--- config.mk ---
export PLATFORM = sky130hd
export DESIGN_NAME = ex_sequencer
export DESIGN_NICKNAME = d
export VERILOG_FILES = /design/src/rtl/ex_pkg.sv /design/src/rtl/ex_class_prio.sv /design/src/rtl/ex_sequencer.sv
export SDC_FILE = /design/constraint.sdc
export NUM_CORES = 1
export LEC_CHECK = 0
export CORE_MARGIN = 8
export CORE_UTILIZATION = 50
export DETAILED_ROUTE_END_ITERATION = 6
export GPL_ROUTABILITY_DRIVEN = 0
export PLACE_DENSITY = 0.76
export SETUP_SLACK_MARGIN = 0.4
export SLEW_MARGIN = 10
export SYNTH_ARGS = -nofsm -noshare
export SYNTH_HDL_FRONTEND = slang
export SYNTH_SLANG_ARGS = --single-unit
--- constraint.sdc ---
create_clock -name clk -period 2.6 [get_ports clk]
set_input_delay 0.52 -clock clk [delete_from_list [all_inputs] [get_ports clk]]
set_output_delay 0.52 -clock clk [all_outputs]
set_load 0.01 [all_outputs]
--- src/rtl/ex_pkg.sv ---
// Shared types and constants for the EX-stage sequencer: result-select encoding, FSM states,
// issue vector bit positions.
package ex_pkg;

   typedef enum logic [2:0] {
      SelNone   = 3'd0,
      SelAddSub = 3'd1,
      SelLogic  = 3'd2,
      SelShift  = 3'd3,
      SelMul    = 3'd4,
      SelLd     = 3'd5,
      SelBr     = 3'd6
   } wb_sel_e;

   typedef enum logic [1:0] {
      StIdle,
      StMulBusy,
      StLdWait,
      StFlush
   } ex_state_e;

   localparam int unsigned NumUnits = 7;
   localparam int unsigned IssInte  = 0;
   localparam int unsigned IssLogic = 1;
   localparam int unsigned IssShift = 2;
   localparam int unsigned IssMul   = 3;
   localparam int unsigned IssLd    = 4;
   localparam int unsigned IssSt    = 5;
   localparam int unsigned IssBr    = 6;

   localparam int unsigned CntW = 8;

endpackage

--- src/rtl/ex_class_prio.sv ---
// Priority encoder: picks one instruction class from the decode flags (br>ld>st>mul>shift>logic>inte)
// and the matching writeback result select.
module ex_class_prio
   import ex_pkg::*;
(
   input  logic                ctrl_inte_i,
   input  logic                ctrl_logic_i,
   input  logic                ctrl_shift_i,
   input  logic                ctrl_mul_i,
   input  logic                ctrl_ld_i,
   input  logic                ctrl_st_i,
   input  logic                ctrl_br_i,
   output logic [NumUnits-1:0] class_oh_o,
   output wb_sel_e             wb_sel_o
);

   always_comb begin
      class_oh_o = '0;
      wb_sel_o   = SelNone;
      if (ctrl_br_i) begin
         class_oh_o[IssBr] = 1'b1;
         wb_sel_o          = SelBr;
      end else if (ctrl_ld_i) begin
         class_oh_o[IssLd] = 1'b1;
         wb_sel_o          = SelLd;
      end else if (ctrl_st_i) begin
         // Stores produce no register result.
         class_oh_o[IssSt] = 1'b1;
      end else if (ctrl_mul_i) begin
         class_oh_o[IssMul] = 1'b1;
         wb_sel_o           = SelMul;
      end else if (ctrl_shift_i) begin
         class_oh_o[IssShift] = 1'b1;
         wb_sel_o             = SelShift;
      end else if (ctrl_logic_i) begin
         class_oh_o[IssLogic] = 1'b1;
         wb_sel_o             = SelLogic;
      end else if (ctrl_inte_i) begin
         class_oh_o[IssInte] = 1'b1;
         wb_sel_o            = SelAddSub;
      end
   end

endmodule

--- src/rtl/ex_sequencer.sv ---
// EX-stage controller: issues one decoded instruction per cycle, sequences multiply and load
// latency, drives writeback control, upstream stall and taken-branch flush.
module ex_sequencer
   import ex_pkg::*;
#(
   parameter int unsigned MUL_LAT      = 3,
   parameter int unsigned LD_LAT       = 1,
   parameter int unsigned FLUSH_CYCLES = 2
) (
   input  logic                clk,
   input  logic                rst,
   input  logic                v_i,
   input  logic                ctrl_inte_i,
   input  logic                ctrl_logic_i,
   input  logic                ctrl_shift_i,
   input  logic                ctrl_mul_i,
   input  logic                ctrl_ld_i,
   input  logic                ctrl_st_i,
   input  logic                ctrl_br_i,
   input  logic                rsv_i,
   input  logic [3:0]          rd_addr_i,
   input  logic                branch_taken_i,
   input  logic                stall_i,
   output logic                stall_o,
   output logic [NumUnits-1:0] issue_o,
   output logic                flag_we_o,
   output logic                v_o,
   output logic                wb_en_o,
   output logic [3:0]          wb_addr_o,
   output logic [2:0]          wb_sel_o,
   output logic                flush_o
);

   ex_state_e           state_q, state_d;
   logic [CntW-1:0]     cnt_q, cnt_d;
   logic                v_q, v_d, wb_en_q, wb_en_d, flush_q, flush_d;
   logic [3:0]          wb_addr_q, wb_addr_d, lat_rd_q, lat_rd_d;
   wb_sel_e             wb_sel_q, wb_sel_d, lat_sel_q, lat_sel_d, cls_sel;
   logic                lat_rsv_q, lat_rsv_d;
   logic [NumUnits-1:0] cls_oh;
   logic                accept, writes_rd;

   ex_class_prio u_class_prio (
      .ctrl_inte_i  (ctrl_inte_i),
      .ctrl_logic_i (ctrl_logic_i),
      .ctrl_shift_i (ctrl_shift_i),
      .ctrl_mul_i   (ctrl_mul_i),
      .ctrl_ld_i    (ctrl_ld_i),
      .ctrl_st_i    (ctrl_st_i),
      .ctrl_br_i    (ctrl_br_i),
      .class_oh_o   (cls_oh),
      .wb_sel_o     (cls_sel)
   );

   assign stall_o   = (state_q == StMulBusy) || (state_q == StLdWait) || stall_i;
   assign accept    = v_i && !stall_o && (state_q != StFlush);
   assign issue_o   = accept ? cls_oh : '0;
   assign flag_we_o = accept && (cls_oh[IssInte] || cls_oh[IssLogic] || cls_oh[IssShift]);
   // NOPs, stores and branches never write the register file.
   assign writes_rd = rsv_i && (cls_oh[IssInte] || cls_oh[IssLogic] || cls_oh[IssShift] ||
                                cls_oh[IssMul] || cls_oh[IssLd]);

   always_comb begin
      state_d   = state_q;
      cnt_d     = cnt_q;
      v_d       = v_q;
      wb_en_d   = wb_en_q;
      wb_addr_d = wb_addr_q;
      wb_sel_d  = wb_sel_q;
      flush_d   = 1'b0;
      lat_rd_d  = lat_rd_q;
      lat_rsv_d = lat_rsv_q;
      lat_sel_d = lat_sel_q;
      if (!stall_i) begin
         v_d       = 1'b0;
         wb_en_d   = 1'b0;
         wb_addr_d = '0;
         wb_sel_d  = SelNone;
         unique case (state_q)
            StIdle: begin
               if (accept) begin
                  if (cls_oh[IssMul] && (MUL_LAT > 1)) begin
                     state_d   = StMulBusy;
                     cnt_d     = CntW'(MUL_LAT - 1);
                     lat_rd_d  = rd_addr_i;
                     lat_rsv_d = writes_rd;
                     lat_sel_d = cls_sel;
                  end else if (cls_oh[IssLd] && (LD_LAT > 0)) begin
                     state_d   = StLdWait;
                     cnt_d     = CntW'(LD_LAT);
                     lat_rd_d  = rd_addr_i;
                     lat_rsv_d = writes_rd;
                     lat_sel_d = cls_sel;
                  end else begin
                     v_d       = 1'b1;
                     wb_en_d   = writes_rd;
                     wb_addr_d = rd_addr_i;
                     wb_sel_d  = cls_sel;
                     if (cls_oh[IssBr] && branch_taken_i) begin
                        flush_d = 1'b1;
                        state_d = StFlush;
                        cnt_d   = CntW'(FLUSH_CYCLES - 1);
                     end
                  end
               end
            end
            StMulBusy, StLdWait: begin
               // Result is produced on the cycle the counter would reach zero.
               if (cnt_q <= CntW'(1)) begin
                  state_d   = StIdle;
                  cnt_d     = '0;
                  v_d       = 1'b1;
                  wb_en_d   = lat_rsv_q;
                  wb_addr_d = lat_rd_q;
                  wb_sel_d  = lat_sel_q;
               end else begin
                  cnt_d = cnt_q - CntW'(1);
               end
            end
            StFlush: begin
               if (cnt_q == '0) begin
                  state_d = StIdle;
               end else begin
                  cnt_d = cnt_q - CntW'(1);
               end
            end
            default: state_d = StIdle;
         endcase
      end
   end

   always_ff @(posedge clk) begin
      if (rst) begin
         state_q   <= StIdle;
         cnt_q     <= '0;
         v_q       <= 1'b0;
         wb_en_q   <= 1'b0;
         wb_addr_q <= '0;
         wb_sel_q  <= SelNone;
         flush_q   <= 1'b0;
         lat_rd_q  <= '0;
         lat_rsv_q <= 1'b0;
         lat_sel_q <= SelNone;
      end else begin
         state_q   <= state_d;
         cnt_q     <= cnt_d;
         v_q       <= v_d;
         wb_en_q   <= wb_en_d;
         wb_addr_q <= wb_addr_d;
         wb_sel_q  <= wb_sel_d;
         flush_q   <= flush_d;
         lat_rd_q  <= lat_rd_d;
         lat_rsv_q <= lat_rsv_d;
         lat_sel_q <= lat_sel_d;
      end
   end

   assign v_o       = v_q;
   assign wb_en_o   = wb_en_q;
   assign wb_addr_o = wb_addr_q;
   assign wb_sel_o  = wb_sel_q;
   assign flush_o   = flush_q;

endmodule

After elaboration in Yosys (flattened, before gate mapping). Cells that the tools add are included.

Add/subtract/negate cells: 1. Multiply operators: 0. Divide/modulo/power cells: 0. Order comparisons: 1. Equality and inequality tests: 9. Shift operators: 0. Muxes and demuxes: 63. Bitwise logic cells: 3. Reductions and logical operators: 20.

Operators with widths (count): two-way mux 8 bit (6); two-way mux 3 bit (13); two-way mux 4 bit (8); one-hot mux 8 bit (3 select lines) (1); two-way mux 1 bit (21); two-way mux 2 bit (7); inequality test 2 bit (second input constant) (5); <= comparator 8 x 1 -> 1 bit (second input constant) (1); logical NOT 8 bit (1); one-hot mux 4 bit (2 select lines) (1); AND reduction 4 bit (2); subtractor 8 x 1 -> 8 bit (second input constant) (1); two-way mux 7 bit (1); logical OR 1 bit (6); two-way mux 6 bit (1); one-hot mux 2 bit (3 select lines) (1); one-hot mux 3 bit (2 select lines) (1); OR reduction 6 bit (1); logical AND 1 bit (5); AND reduction 5 bit (1); equality test 2 bit (second input constant) (2); inequality test 4 bit (second input constant) (1); one-hot mux 1 bit (2 select lines) (2); NOT 1 bit (3); other kinds (5) (5).

Flip-flop bits (word level): 28. Latch bits: 0. RAM bits: 0. ROM bits: 0. Input bits: 17. Output and inout port bits: 19. Word-level logic and storage cells: 107. Memories kept: 0.

Logic depth before layout (Yosys ltp).
Depth after elaboration: 16. Gate-level depth with buffers: 8.

Modules after synthesis. Synthesis repeated with hierarchy kept, for this count alone.

Cells, all modules: 194. Area, all modules: 1616.6 sq um.

By module, submodules not included: ex_sequencer (instances 1, cells each 175, area each 1490.2 sq um, sequential area each 560.5 sq um); ex_class_prio (instances 1, cells each 19, area each 126.4 sq um, sequential area each 0.0 sq um).

Least setup slack after synthesis. No wires, ideal clock.

Kind: flip-flop to output port. From: register state_q[0]. To: output port issue_o[0]. Data arrival time: 1.792 ns. Slack: 0.288 ns. Stages on the path, launching flop included: 6. Buffers on the path: 0. Path through: dfxtp_1 inv_1 ha_1 nor4b_4 nand3_1 nor4b_1.

Cells in the longest elaborated chain, start to end: 7. Elaborated cells on any way between the ends: 9.

RTL lines: start, declared (RTL line ex_sequencer.sv:34) `ex_state_e state_q, state_d;`; start signal, assigned (RTL line ex_sequencer.sv:134) `state_q <= StIdle;`; start signal, assigned (RTL line ex_sequencer.sv:145) `state_q <= state_d;`; equality test 2 x 1 -> 1 bit or equality test 2 bit (tied branches) (RTL line ex_sequencer.sv:55) `assign stall_o = (state_q == StMulBusy) || (state_q == StLdWait) || stall_i;`; logical OR 1 bit (2 in series) (RTL line ex_sequencer.sv:55); logical NOT 1 bit (RTL line ex_sequencer.sv:56) `assign accept = v_i && !stall_o && (state_q != StFlush);`; logical AND 1 bit (RTL line ex_sequencer.sv:56); logical AND 1 bit * (RTL line ex_sequencer.sv:56); two-way mux 7 bit * (RTL line ex_sequencer.sv:57) `assign issue_o = accept ? cls_oh : '0;`; end, declared (RTL line ex_sequencer.sv:25) `output logic [NumUnits-1:0] issue_o,`.

Every way passes the cells marked *; elsewhere a longest branch is shown, timed or not.

Worst setup path after layout.
From: register state_q[1]. To: output port issue_o[0].

Same word-level chain as after synthesis.

==> results.sh <==
export IMPL_status="finished clean"
export IMPL_final_seq_area_um2=563
export IMPL_cp_start_kind="register"
export IMPL_rows=20
export IMPL_post_route_min_period_ns=2.39
export IMPL_fin_area_um2=2210
export IMPL_synth_edf_count=0
export IMPL_grt_start_max_net_pins=20
export IMPL_hold_viol=0
export IMPL_syn_inst=192
export IMPL_path_cells="inv_2 > ha_4 > nor4b_4 > nand3_2 > nor4b_2 > buf_2"
export IMPL_htreeDepth=1
export IMPL_maxSlewViolCount=0
export IMPL_worst_pin_slew_ns=0.525
export IMPL_synth_warnings=0
export IMPL_critPathMaxStageDelay_ns=0.36
export IMPL_avgSynthCellArea_um2=8.28
export IMPL_synth_top_flop_cell="dfxtp_1"
export IMPL_crit_family="simple AND/OR/NAND/NOR gates"
export IMPL_p_sw_uw=543
export IMPL_multi_input_area_um2=983
export IMPL_die_w_um=72.4
export IMPL_rrSetupSlack_ns=0.46
export IMPL_cts_tree="done"
export IMPL_critPathRequiredTime_ns=2.08
export IMPL_finalNonFillerCells=289
export IMPL_p_comb_share_pct=48.7
export IMPL_grt_pass1_wl_um=7440
export IMPL_timing_rr_end="cnt_q[6]$_SDFFE_PP0P_"
export IMPL_power_density_nw_per_um2=705
export IMPL_max_freq_mhz=418
export IMPL_tns_ns=0
export IMPL_coreArea_um2=3030
export IMPL_timing_rr_start="state_q[1]$_SDFFE_PP0P_"
export IMPL_cts_made_buffers=3
export IMPL_drtIter0Drc=160
export IMPL_yosys_cell_types_count=44
export IMPL_cts_sinks=28
export IMPL_grt_pass1_vias=1618
export IMPL_num_antenna_cells=0
export IMPL_p_leak_nw=0.876
export IMPL_hp_start="wb_addr_o[0]$_SDFFE_PP0N_"
export IMPL_slowest_stage="dfxtp_2"
export IMPL_die_y_um=72.4
export IMPL_async_flop_share_pct=0
export IMPL_vias_per_cell=5.69
export IMPL_hp_class="register to register"
export IMPL_synthesis_area_um2=1590
export IMPL_start_util_pct=52.5
export IMPL_path_clk_slew_ns=0.16
export IMPL_p_clk_share_pct=19.0
export IMPL_layout_drive_gt1_share_pct=22.9
export IMPL_grt_ovfl_total=0
export IMPL_worst_path_max_fanout=4
export IMPL_peakVddDrop_mv=0.354
export IMPL_rr_worst_depth=10
export IMPL_arrival_ns=1.87
export IMPL_whs_endpoint="wb_addr_o[0]$_SDFFE_PP0N_"
export IMPL_place_inst=280
export IMPL_place_ws_ns=-0.299
export IMPL_totalWireLength_um=4580
export IMPL_dp_hpwl_um=3350
export IMPL_seq_area_frac_synth_pct=35.2
export IMPL_post_route_period_util_pct=92.1
export IMPL_antenna_found_initial=0
export IMPL_dpl_cell_area_um2=2090
export IMPL_clk_latency_ns=0.34
export IMPL_fill_cells=236
export IMPL_relSlewSlack_pct=64.9
export IMPL_rsz0062_at_grt="yes"
export IMPL_ioPinCount=36
export IMPL_cts_hold_buffers=0
export IMPL_worst_hold_slack_ns=0.484
export IMPL_worstSetupEndpointType="output pin"
export IMPL_detail_route_wl_per_cell_um=15.9
export IMPL_finClkSkew_ns=0.00868
export IMPL_utilization_pct=73.1
export IMPL_internal_power_mw=1.02
export IMPL_vias=1643
export IMPL_hold_depth=2
export IMPL_die_area_um2=5240
export IMPL_dr_pass1_iters=4
export IMPL_pwr_share_seq_pct=32.3
export IMPL_clockBufferDepth=2
export IMPL_drc_errors=0
export IMPL_setup_viol=0
export IMPL_layout_nets=268
export IMPL_maxCapViolCount=0
export IMPL_fin_total_pwr_mw=1.56
export IMPL_postRouteAntennaNets=0
export IMPL_netSwitchingFraction_pct=34.8
export IMPL_area_growth_pct=39.3
export IMPL_critPathKind="register to output pin"
export IMPL_cts_root_buf="clkbuf_4"
export IMPL_setup_ws_ns=0.205
export IMPL_grtUsageTotal_pct=17.0
export IMPL_synth_seq_cells=28
export IMPL_critical_path_buf_inv_count=2
export IMPL_io_buffers=35
export IMPL_syn_nets=214
==> sequential cells by signal (all words and copies together), names as in the netlist <==
name / flops
lat_sel_q: 3
lat_rsv_q: 1
v_o: 1
wb_sel_o: 3
wb_addr_o: 4
state_q: 2
flush_o: 1
lat_rd_q: 4
wb_en_o: 1
cnt_q: 8
==> synthesized netlist by cell type, drive strengths merged (2+ instances only) <==
cell type  instances  area (um^2)
nand2b             9         56.3
o21ai              2         10.0
o311ai             2         25.0
a21oi             14         81.3
nand2             14         52.6
mux2i              6         60.1
a211oi             3         27.5
or2                2         12.5
ha                 5         62.6
buf                4         25.0
dfxtp             28          561
and2               3         18.8
nor4b              4         71.3
nor3               5         25.0
clkbuf             5         18.8
inv               15         56.3
or3                4         30.0
nand3              3         15.0
nand4              3         18.8
a2bb2oi            6         52.6
and3               2         12.5
o31ai              2         15.0
a22oi              7         52.6
o22ai              8         50.1
nor2              25         93.8
==> layout make-up <==
class | count | area share (%)
sequential | 28 | 25.4
timing repair buffer | 58 | 22.8
multi-input combinational | 140 | 44.4
clock buffer | 3 | 1.02
inverter | 15 | 2.54
clock inverter | 1 | 1.36
tap | 44 | 2.49
==> worst max path at each step <==
stage	startpoint	end	depth (start not counted)
after global routing	state_q[1]$_SDFFE_PP0P_	issue_o[0]	6
after global placement	stall_i	issue_o[0]	5
after floorplan	state_q[0]$_SDFFE_PP0P_	issue_o[0]	5
after CTS	state_q[1]$_SDFFE_PP0P_	issue_o[0]	6
final	state_q[1]$_SDFFE_PP0P_	issue_o[0]	6
after detailed placement	stall_i	issue_o[0]	5
==> tightest hold or removal path, stage by stage, from the launching register on <==
cell and delay [ns]:
dfxtp_1 0.34, nand2_1 0.06, o22ai_1 0.06
==> kinds of logic (layout without fill, tap and decap cells) <==
| group | count (synthesis) | after routing | synth area share [%] |
|---|---|---|---|
| AOI/OAI and AO/OA | 50 | 50 | 22.7 |
| adders and majority gates | 5 | 5 | 3.93 |
| buffers and inverters | 24 | 77 | 6.29 |
| DFF | 28 | 28 | 35.2 |
| muxes | 6 | 6 | 3.78 |
| and+or+nand+nor | 79 | 79 | 28.0 |
==> power groups by stage <==
stage	Combinational (mW)	Clock, mW	Sequential, mW
3_5_place_dp	0.641	0	0.510
3_3_place_gp	0.623	0	0.507
4_1_cts	0.688	0.293	0.504
6_report	0.760	0.297	0.503
5_1_grt	0.818	0.322	0.509
2_1_floorplan	0.428	0	0.513
==> cells in the final DEF, fill, tap and decap left out, drive strengths merged, types with 7 or more instances in the layout <==
master	count
nand2	14
o22ai	8
a22oi	7
clkdlybuf4s50	25
dfxtp	28
nand2b	9
a21oi	14
inv	15
buf	31
nor2	25
==> layer usage <==
layer | GRT usage (%) | vias up | part of all wire (%)
met5 | 0 | - | 0
met4 | 3.33 | 0 | 0.87
met3 | 2.62 | 6 | 3.1
met2 | 32.1 | 39 | 54
met1 | 19.4 | 800 | 42
li1 | - | 798 | -
==> what timing repair did <==
action,in CTS,in global routing
endpoints found under the setup margin,16,17
setup buffers,2,3
gates cloned,0,0
gates resized for setup,47,7
pin swaps,10,6
Power figures use the tool's default switching activity.
